===== config.mk =====
export PLATFORM = sky130hd
export DESIGN_NAME = pool2d_stream
export DESIGN_NICKNAME = d
export VERILOG_FILES = /design/src/rtl/cnn_pkg.sv /design/src/rtl/pool_line_buffer.sv /design/src/rtl/pool2d_stream.sv
export SDC_FILE = /design/constraint.sdc
export NUM_CORES = 1
export LEC_CHECK = 0
export BUFFER_PORTS_ARGS = -buffer_cell sky130_fd_sc_hd__buf_2
export CAP_MARGIN = 25
export CORE_ASPECT_RATIO = 1.4
export CORE_UTILIZATION = 56
export DETAILED_ROUTE_END_ITERATION = 8
export PLACE_DENSITY = 0.76
export SLEW_MARGIN = 20
export SYNTH_ARGS = -nofsm -noshare
export SYNTH_HDL_FRONTEND = slang
export SYNTH_SLANG_ARGS = --single-unit

===== constraint.sdc =====
create_clock -name clk -period 3.5 [get_ports clk]
set_input_delay 0.7 -clock clk [delete_from_list [all_inputs] [get_ports clk]]
set_output_delay 0.7 -clock clk [all_outputs]
set_load 0.1 [all_outputs]

===== src/rtl/cnn_pkg.sv =====
// Shared definitions for the CNN streaming blocks: the pooling mode encoding
// and a signed max helper used by the pooling datapaths.
package cnn_pkg;

    // Pooling mode encoding, as seen on the mode input and held in mode_q.
    localparam logic POOL_MAX = 1'b0;
    localparam logic POOL_AVG = 1'b1;

    // Operand width of the max helper. Callers sign-extend into it and
    // truncate the result back, so any pixel width up to SMAX_W-2 fits.
    localparam int SMAX_W = 32;

    // Signed maximum of two two's-complement values.
    function automatic logic signed [SMAX_W-1:0] smax(
        input logic signed [SMAX_W-1:0] a,
        input logic signed [SMAX_W-1:0] b
    );
        return (a > b) ? a : b;
    endfunction

endpackage


===== src/rtl/pool_line_buffer.sv =====
// One-row buffer of horizontal partial results. An even input row writes the
// pair results here; the following odd row reads them back to finish each
// 2x2 window. Single write port, single combinational read port.
module pool_line_buffer #(
    parameter int DEPTH = 14,
    parameter int WIDTH = 17,
    parameter int AW    = 4
) (
    input  logic                    clk,
    input  logic                    wr_en,
    input  logic [AW-1:0]           wr_addr,
    input  logic signed [WIDTH-1:0] wr_data,
    input  logic [AW-1:0]           rd_addr,
    output logic signed [WIDTH-1:0] rd_data
);

    logic signed [WIDTH-1:0] mem [DEPTH];

    // Store a horizontal partial result for the current column pair.
    // NOTE: the storage has no reset; every entry is written on an even row
    // before the odd row that reads it, so its power-up value never matters.
    always_ff @(posedge clk) begin
        if (wr_en) begin
            mem[wr_addr] <= wr_data;
        end
    end

    assign rd_data = mem[rd_addr];

endmodule


===== src/rtl/pool2d_stream.sv =====
// Streaming 2x2 / stride-2 pooling engine (max or average) for a D-channel
// HxW feature map delivered one pixel per cycle in channel-major raster order.
// Pooled pixels leave in the same order behind a one-entry output register
// with valid/ready handshaking on both sides.
module pool2d_stream
    import cnn_pkg::*;
#(
    parameter int DATA_WIDTH = 16,
    parameter int D          = 6,
    parameter int H          = 28,
    parameter int W          = 28,
    parameter int CW         = (D > 1) ? $clog2(D) : 1
) (
    input  logic                         clk,
    input  logic                         reset,
    input  logic                         mode,
    input  logic signed [DATA_WIDTH-1:0] in_data,
    input  logic                         in_valid,
    output logic                         in_ready,
    output logic signed [DATA_WIDTH-1:0] out_data,
    output logic                         out_valid,
    input  logic                         out_ready,
    output logic [CW-1:0]                out_ch,
    output logic                         frame_done
);

    // Counter widths and datapath widths. A horizontal pair sum needs one
    // extra bit; the full four-pixel sum needs two.
    localparam int XW = $clog2(W);
    localparam int YW = $clog2(H);
    localparam int AW = (W / 2 > 1) ? $clog2(W / 2) : 1;
    localparam int BW = DATA_WIDTH + 1;
    localparam int SW = DATA_WIDTH + 2;

    logic [XW-1:0] x;
    logic [YW-1:0] y;
    logic [CW-1:0] c;
    logic          x_last;
    logic          y_last;
    logic          c_last;
    logic          frame_start;

    logic          accept;
    logic          emit;
    logic          mode_q;
    logic          last_q;

    logic signed [DATA_WIDTH-1:0] hreg;
    logic signed [SW-1:0]         h;
    logic signed [SW-1:0]         v;
    logic signed [BW-1:0]         buf_rd;
    logic [AW-1:0]                col;

    // Input may be taken whenever the output register is empty or draining.
    assign in_ready    = !out_valid || out_ready;
    assign accept      = in_valid && in_ready;

    assign x_last      = (x == XW'(W - 1));
    assign y_last      = (y == YW'(H - 1));
    assign c_last      = (c == CW'(D - 1));
    assign frame_start = (x == '0) && (y == '0) && (c == '0);

    // An odd column on an odd row completes a 2x2 window.
    assign emit        = accept && x[0] && y[0];
    assign col         = AW'(x >> 1);

    // Raster position counters: column, row, channel; they move only on accept.
    // NOTE: clocked state uses non-blocking assignments so every register
    // samples the values from before the edge, independent of block order.
    always_ff @(posedge clk or negedge reset) begin
        if (!reset) begin
            x <= '0;
            y <= '0;
            c <= '0;
        end else if (accept) begin
            if (x_last) begin
                x <= '0;
                if (y_last) begin
                    y <= '0;
                    c <= c_last ? '0 : c + 1'b1;
                end else begin
                    y <= y + 1'b1;
                end
            end else begin
                x <= x + 1'b1;
            end
        end
    end

    // Latch the pooling mode on the first pixel of a frame; held until the next frame.
    always_ff @(posedge clk or negedge reset) begin
        if (!reset) begin
            mode_q <= POOL_MAX;
        end else if (accept && frame_start) begin
            mode_q <= mode;
        end
    end

    // Hold the left pixel of each horizontal pair until its partner arrives.
    always_ff @(posedge clk or negedge reset) begin
        if (!reset) begin
            hreg <= '0;
        end else if (accept && !x[0]) begin
            hreg <= in_data;
        end
    end

    // Horizontal pair result and full window result for the pixel on in_data.
    always_comb begin
        // NOTE: every combinational output gets a default first so no path
        // can leave it unassigned and infer a latch.
        h = '0;
        v = '0;
        if (mode_q == POOL_AVG) begin
            h = SW'(hreg) + SW'(in_data);
            // Arithmetic shift floors toward -inf; the quotient always fits
            // back into DATA_WIDTH because it lies between the input extremes.
            v = (SW'(buf_rd) + h) >>> 2;
        end else begin
            h = SW'(smax(SMAX_W'(hreg), SMAX_W'(in_data)));
            v = SW'(smax(SMAX_W'(buf_rd), SMAX_W'(h)));
        end
    end

    // Even rows park their pair results; odd rows read them back at the same column.
    pool_line_buffer #(
        .DEPTH (W / 2),
        .WIDTH (BW),
        .AW    (AW)
    ) u_line_buffer (
        .clk     (clk),
        .wr_en   (accept && x[0] && !y[0]),
        .wr_addr (col),
        .wr_data (BW'(h)),
        .rd_addr (col),
        .rd_data (buf_rd)
    );

    // Output register: load on a completed window, clear on handshake, otherwise hold.
    always_ff @(posedge clk or negedge reset) begin
        if (!reset) begin
            out_valid <= 1'b0;
            out_data  <= '0;
            out_ch    <= '0;
            last_q    <= 1'b0;
        end else if (emit) begin
            out_valid <= 1'b1;
            out_data  <= v[DATA_WIDTH-1:0];
            out_ch    <= c;
            last_q    <= c_last && y_last && x_last;
        end else if (out_valid && out_ready) begin
            out_valid <= 1'b0;
        end
    end

    // Pulse once when the final pooled pixel of the frame is handed downstream.
    always_ff @(posedge clk or negedge reset) begin
        if (!reset) begin
            frame_done <= 1'b0;
        end else begin
            frame_done <= out_valid && out_ready && last_q;
        end
    end

endmodule


==> results.yml, run 1 <==
timing:
  slew_headroom: 0.390
  whs_ns: 0.00749
  min_period_over_period: 1.14
  rsz0062_at_grt: "true"
  hold_viol_final: 0
  slew_violations: 0
  fin_worst_skew_ns: 0.0180
  tightestPinTransition_ns: 0.916
  max_freq_mhz: 250
  min_period_ns: 4.00
  layout_setup_ws_ns: -0.501
  setup_viol: 16
synth:
  avgSynthCellArea_um2: 14.3
  async_reset_ff_frac: 0.179
  synth_fp_nets: 1076
  synth-edff-count: 238
  synth-main-ff-cell: "edfxtp_1"
  yosysSeqAreaShare: 0.599
  ys_ff_latch: 290
  ys_types: 65
  syn_inst: 985
  yosys_warnings: 0
  synth_area_mm2: 0.0141
critical_path:
  r2r_end: "out_data[4]"
  worstSetupPathType: "reg -> reg"
  timing.rr.start: "hreg[14]"
  reg2reg_slack_ns: -0.50
  critPathCaptureType: "flip-flop"
  crit_fanout: 6
  startpoint_type: "flip-flop"
  reg2regPathDepth: 18
  cp.arrival_ns: 4.48
  crit_required_ns: 3.98
status:
  outcome: "finished with violations"
  violations: "setup timing"
drt:
  wl_per_cell_um: 24.0
  drt_iter0_drc: 544
  firstDrtPassIters: 5
  vias_per_cell: 6.17
  drt_drc_violations_left: 0
  vias: 9821
  ant_nets: 0
  wl_mm: 38.2
clock_tree:
  cts_buffer_depth: 3
  cts_tree: "built"
  numCtsBuffers: 28
  cts_sinks: 290
  cts_root_buf: "clkbuf_16"
  cts.htree.levels: 1
  clkSlewWorstSetupHoldPaths_ns: 0.07
  clock_latency_ns: 0.56
grt:
  grt.total_usage: 0.300
  grt_pass1_wl_mm: 56.1
  grt_max_degree: 40
  grt_antenna_before_repair: 0
  globalRoute.totalOverflow: 0
  grt_pass1_vias: 9952
layout:
  final_common_cell: "edfxtp_1"
  syn_to_final_growth_pct: 30.8
  antenna_cells: 0
  layout_common_cells: "edfxtp_1, buf_4, nand2_1"
  fin_cells: 1593
  nets: 1348
  layout-drive-gt1-share: 0.420
placed_design:
  globalplace.congestion: 0.943
  portBuffers: 42
  place_inst: 1515
  dpl.hpwl_mm: 25.3
die:
  start_util: 0.572
  die_w_um: 136
  die_area_mm2: 0.0258
  die_h_um: 190
  placementRows: 68
  num_io_pins: 43
  coreArea_mm2: 0.0247
min_path:
  hold_class: "in -> async"
run:
  maxCapViolCount: 0
-- state kept, by name, summed over array words and instances (netlist names) --
register and cells:
out_ch 3, y 5, u_line_buffer.mem 238, c 3
out_data 16, frame_done 1, mode_q 1, x 5
hreg 16, last_q 1, out_valid 1
-- synthesized netlist by cell type (all sizes together) (7+ instances only) --
library cell  count  area (um2)
nand2b            7        43.8
a21o             16         120
mux2             22         251
a31oi             9        56.3
nand4            11        68.8
nor2             50         188
o21a             14         105
a21oi            35         190
nor2b             7        43.8
o31ai            19         143
edfxtp          238        7150
mux2i            30         300
mux4             64        1440
clkbuf           20        75.1
xnor2            13         114
o21ai            62         310
nand2            91         342
inv              35         131
buf              21         136
ha               69         863
nor3             12        60.1
nand3            13        65.1
dfrtp            52        1300
xor2              9        78.8
-- critical path, stage by stage (launching register included) --
cell and delay (ns):
dfrtp_1 0.42, ha_1 0.39, and3_1 0.19, nand4_1 0.14, o32ai_1 0.31, a41o_4 0.21, buf_12 0.15, mux2i_4 0.26
ha_4 0.23, a21o_1 0.15, a21o_1 0.16, a211oi_2 0.28, a31oi_4 0.16, buf_12 0.16, buf_6 0.13, buf_4 0.13
o31ai_2 0.20, mux2i_1 0.09, o21ai_0 0.17
-- worst max-delay path by stage --
stage,to,cells after the start,slack [ns],from
floorplan,out_data[13],21,-0.49,in_data[1]
global placement,out_data[11],20,-0.95,in_data[3]
detailed placement,out_data[5],23,-0.96,in_data[3]
CTS,out_data[9],19,-0.37,hreg[1]
global route,out_data[2],19,-0.66,hreg[14]
finish,out_data[4],18,-0.50,hreg[14]
-- per-layer routing --
layer / up-vias / track usage / part of all wire
met5: - / 0 / 0
met4: 0 / 0.175 / 0.067
met3: 172 / 0.0400 / 0.057
met2: 427 / 0.535 / 0.52
met1: 4869 / 0.338 / 0.35
li1: 4353 / - / -
-- cell families (layout without fill, tap and decap cells) --
group | after synthesis | after routing | synth area share
AO/OA/AOI/OAI | 188 | 188 | 0.0864
XOR/XNOR | 22 | 22 | 0.0137
adder cells (fa/ha/maj) | 70 | 70 | 0.0626
buffers and inverters | 77 | 370 | 0.0246
flip-flops | 290 | 290 | 0.599
multiplexers | 116 | 116 | 0.141
AND/OR/NAND/NOR | 222 | 222 | 0.0727
-- per-stage QoR --
stage	util	setup TNS [ns]	setup WS, ns	cell area (um2)
6_report	0.748	-6.91	-0.501	18500
4_1_cts	0.724	-5.40	-0.369	17900
3_3_place_gp	0.673	-22.23	-0.955	16600
2_1_floorplan	-	-6.78	-0.491	14300
3_5_place_dp	0.673	-25.32	-0.957	16600
5_1_grt	0.748	-9.38	-0.659	18500
-- repair_timing --
| item | 4_1_cts | 5_1_grt |
|---|---|---|
| setup buffers | 8 | 14 |
| cloned | 1 | 3 |
| hold buffers | 0 | 0 |
| endpoints found under the hold margin | 0 | 0 |
| gates resized for setup | 36 | 81 |
| endpoints found under the setup margin | 16 | 28 |
| pin swaps | 3 | 42 |
-- area by class of cell --
class / count / area (um2)
sequential: 290 / 8450
inverter: 36 / 148
tap: 315 / 394
multi-input combinational: 618 / 6060
clock buffer: 33 / 741
clock inverter: 18 / 230
timing repair buffer: 283 / 2430
fill: 1465 / 6220
Power of run 1 is left out: the tool's default activity adds up to more than one toggle a clock period on the data nets, which glitch-free logic cannot reach.
==> run 2, diff against run 1 <==
--- a/config.mk
+++ b/config.mk
@@ -5,12 +5,13 @@
 export SDC_FILE = /design/constraint.sdc
 export NUM_CORES = 1
 export LEC_CHECK = 0
+export ABC_AREA = 1
 export BUFFER_PORTS_ARGS = -buffer_cell sky130_fd_sc_hd__buf_2
 export CAP_MARGIN = 25
 export CORE_ASPECT_RATIO = 1.4
-export CORE_UTILIZATION = 56
+export CORE_UTILIZATION = 57
 export DETAILED_ROUTE_END_ITERATION = 8
-export PLACE_DENSITY = 0.76
+export PLACE_DENSITY = 0.77
 export SLEW_MARGIN = 20
 export SYNTH_ARGS = -nofsm -noshare
 export SYNTH_HDL_FRONTEND = slang
==> run 2 against run 1 <==
Net effect: hold slack lost 0.0027 ns; final area shrank 0.98%; first-iteration DRC count grew 95%; the flow still finishes with violations (setup timing).
==> results.yml, run 2 <==
synth:
  async_reset_ff_frac: 0.179
  synth_area_mm2: 0.0145
  synthTopCellsByCount: "nand2_1, edfxtp_1, nand3_1, inv_1, o21ai_0"
  avgSynthCellArea_um2: 10.4
  ys_ff_latch: 290
  synth_top_family_by_area: "simple AND/OR/NAND/NOR gates"
  synth-edff-count: 238
  synth-simple-area-share: 0.173
  synth_most_common_cell: "nand2_1"
  yosysTopAreaCell: "edfxtp_1"
  synthTopCellsByArea: "edfxtp_1, dfrtp_1, nand2_1"
  yosysSeqAreaShare: 0.583
  synth_fp_nets: 1481
  synth_xor_area_frac: 0.0109
  muxShareOfSynthArea: 0.000691
  synth-main-ff-cell: "edfxtp_1"
  synth_compound_area_frac: 0.119
  synthAdderAreaFrac: 0.0610
  yosys_warnings: 0
  ys_types: 64
  synth_top_area_share: 0.493
  syn_inst: 1390
placed_design:
  dpl.hpwl_mm: 28.9
  globalplace.congestion: 1.01
  portBuffers: 42
die:
  placementRows: 68
  die_h_um: 191
  start_util: 0.583
  num_io_pins: 43
  die_w_um: 137
  die_area_mm2: 0.0261
  coreArea_mm2: 0.0248
timing:
  min_period_ns: 3.93
  fin_worst_skew_ns: 0.0213
  slew_headroom: 0.483
  timing.setup.tns_ns: -4.29
  layout_setup_ws_ns: -0.427
  min_period_over_period: 1.12
  max_freq_mhz: 255
  slew_violations: 0
  hold_viol_final: 0
  tightestPinTransition_ns: 0.775
  setup_viol: 16
  rsz0062_at_grt: "true"
critical_path:
  crit_path_cell_trace: "ha_2 -> nand2_1 -> nor3_2 -> nand2_1 -> nand2_1 -> nand2_2 -> nand2_2 -> nand2_2 -> nand3_4 -> buf_12 -> nor2_1 -> a21oi_2 -> inv_2 -> ha_4 -> nand2_2 -> nor4_4 -> nand3_2 -> nand4_1 -> nand3_4 -> buf_6 -> o211ai_1 -> nand2_1 -> nand2_1 -> nand2_1"
  setup.worst_path.start: "hreg[7]"
  cp_top_family: "simple AND/OR/NAND/NOR gates"
  crit_required_ns: 3.95
  cpPeakStageDelay_ns: 0.47
  cp_slowest_cell: "o211ai_1"
  crit_fanout: 20
  critPathCaptureType: "flip-flop"
  cp.arrival_ns: 4.38
  timing.rr.start: "hreg[7]"
  worstSetupPathType: "reg -> reg"
  crit_buf_inv: 3
  startpoint_type: "flip-flop"
  cp_common_cell: "nand2_1"
status:
  violations: "setup timing"
  outcome: "finished with violations"
clock_tree:
  cts_root_buf: "clkbuf_16"
  cts_sinks: 290
  cts_tree: "built"
  cts_buffer_depth: 3
  cts.htree.levels: 1
  clock_latency_ns: 0.56
  numCtsBuffers: 28
  clkSlewWorstSetupHoldPaths_ns: 0.07
drt:
  drt_drc_violations_left: 0
  ant_nets: 0
  firstDrtPassIters: 5
  vias_per_cell: 5.99
  wl_mm: 41.9
  wl_per_cell_um: 21.0
  drt_iter0_drc: 1063
  vias: 12000
grt:
  grt.total_usage: 0.331
  grt_pass1_vias: 11800
  grt_pass1_wl_mm: 63.7
  grt_max_degree: 60
  grt_antenna_before_repair: 0
  globalRoute.totalOverflow: 0
run:
  maxCapViolCount: 0
layout:
  layout-drive-gt1-share: 0.275
  regArea_mm2: 0.00845
  largest_register_ffs: 238
  syn_to_final_growth_pct: 26.2
  nets: 1753
  fillers: 1678
  layout_common_cells: "buf_4, nand2_1, edfxtp_1"
  top_regs: "u_line_buffer.mem: 238 flops, hreg: 16 flops, out_data: 16 flops"
  antenna_cells: 0
  multi_input_area_mm2: 0.00574
  top_register: "u_line_buffer.mem"
  final_common_cell: "buf_4"
min_path:
  hold_class: "in -> async"
-- run 2: cell type report --
class,count,area share
Multi-Input combinational cell,929,0.314
Clock inverter,17,0.00822
Clock buffer,33,0.0405
Tap cell,315,0.0216
Timing Repair Buffer,305,0.130
Inverter,108,0.0231
Sequential cell,290,0.463
-- run 2: metal layers --
layer	track usage	wire (um)	share of wire
met2	0.584	21600	0.52
met1	0.379	14700	0.35
met4	0.189	2510	0.060
met5	0	0	0
met3	0.0492	3040	0.072
-- run 2: final timing paths --
kind | endpoint | slack [ns] | depth (start not counted)
hold / removal | hreg[14] | 0.005 | 1
min in group clk | mode_q | 0.35 | 3
setup reg to reg | out_data[11] | -0.43 | 24
max in group asynchronous | hreg[1] | 2.99 | 2
hold reg to reg | out_data[15] | 0.47 | 2
setup / recovery | out_data[11] | -0.43 | 24
-- run 2: timing repair --
item | 4_1_cts | 5_1_grt
gates resized for setup | 9 | 48
setup buffers | 0 | 9
setup endpoints to repair | 16 | 16
hold buffers | 0 | 0
pin swaps | 0 | 21
cloned | 0 | 2
-- run 2: cell families (layout without fill, tap and decap cells) --
| group | count (synthesis) | after routing |
|---|---|---|
| XOR/XNOR | 18 | 18 |
| flip-flops | 290 | 290 |
| buffers and inverters | 173 | 463 |
| AND/OR/NAND/NOR | 562 | 564 |
| AO/OA/AOI/OAI | 276 | 276 |
| multiplexers | 1 | 1 |
| adder cells (fa/ha/maj) | 70 | 70 |
-- run 2: stage by stage --
| stage | utilization | instance area, um2 | std cells | setup slack, ns | hold slack [ns] |
|---|---|---|---|---|---|
| 5_1_grt | 0.736 | 18300 | 1997 | -0.681 | 0.00524 |
| 3_3_place_gp | 0.683 | 17000 | 1935 | -0.829 | 0.459 |
| 4_1_cts | 0.721 | 17900 | 1985 | -0.254 | 0.293 |
| 3_5_place_dp | 0.683 | 17000 | 1935 | -0.793 | 0.463 |
| 2_1_floorplan | - | 14700 | 1390 | -0.113 | 0.404 |
| 6_report | 0.736 | 18300 | 1997 | -0.427 | 0.00477 |
Power of run 2 is left out for the same reason.
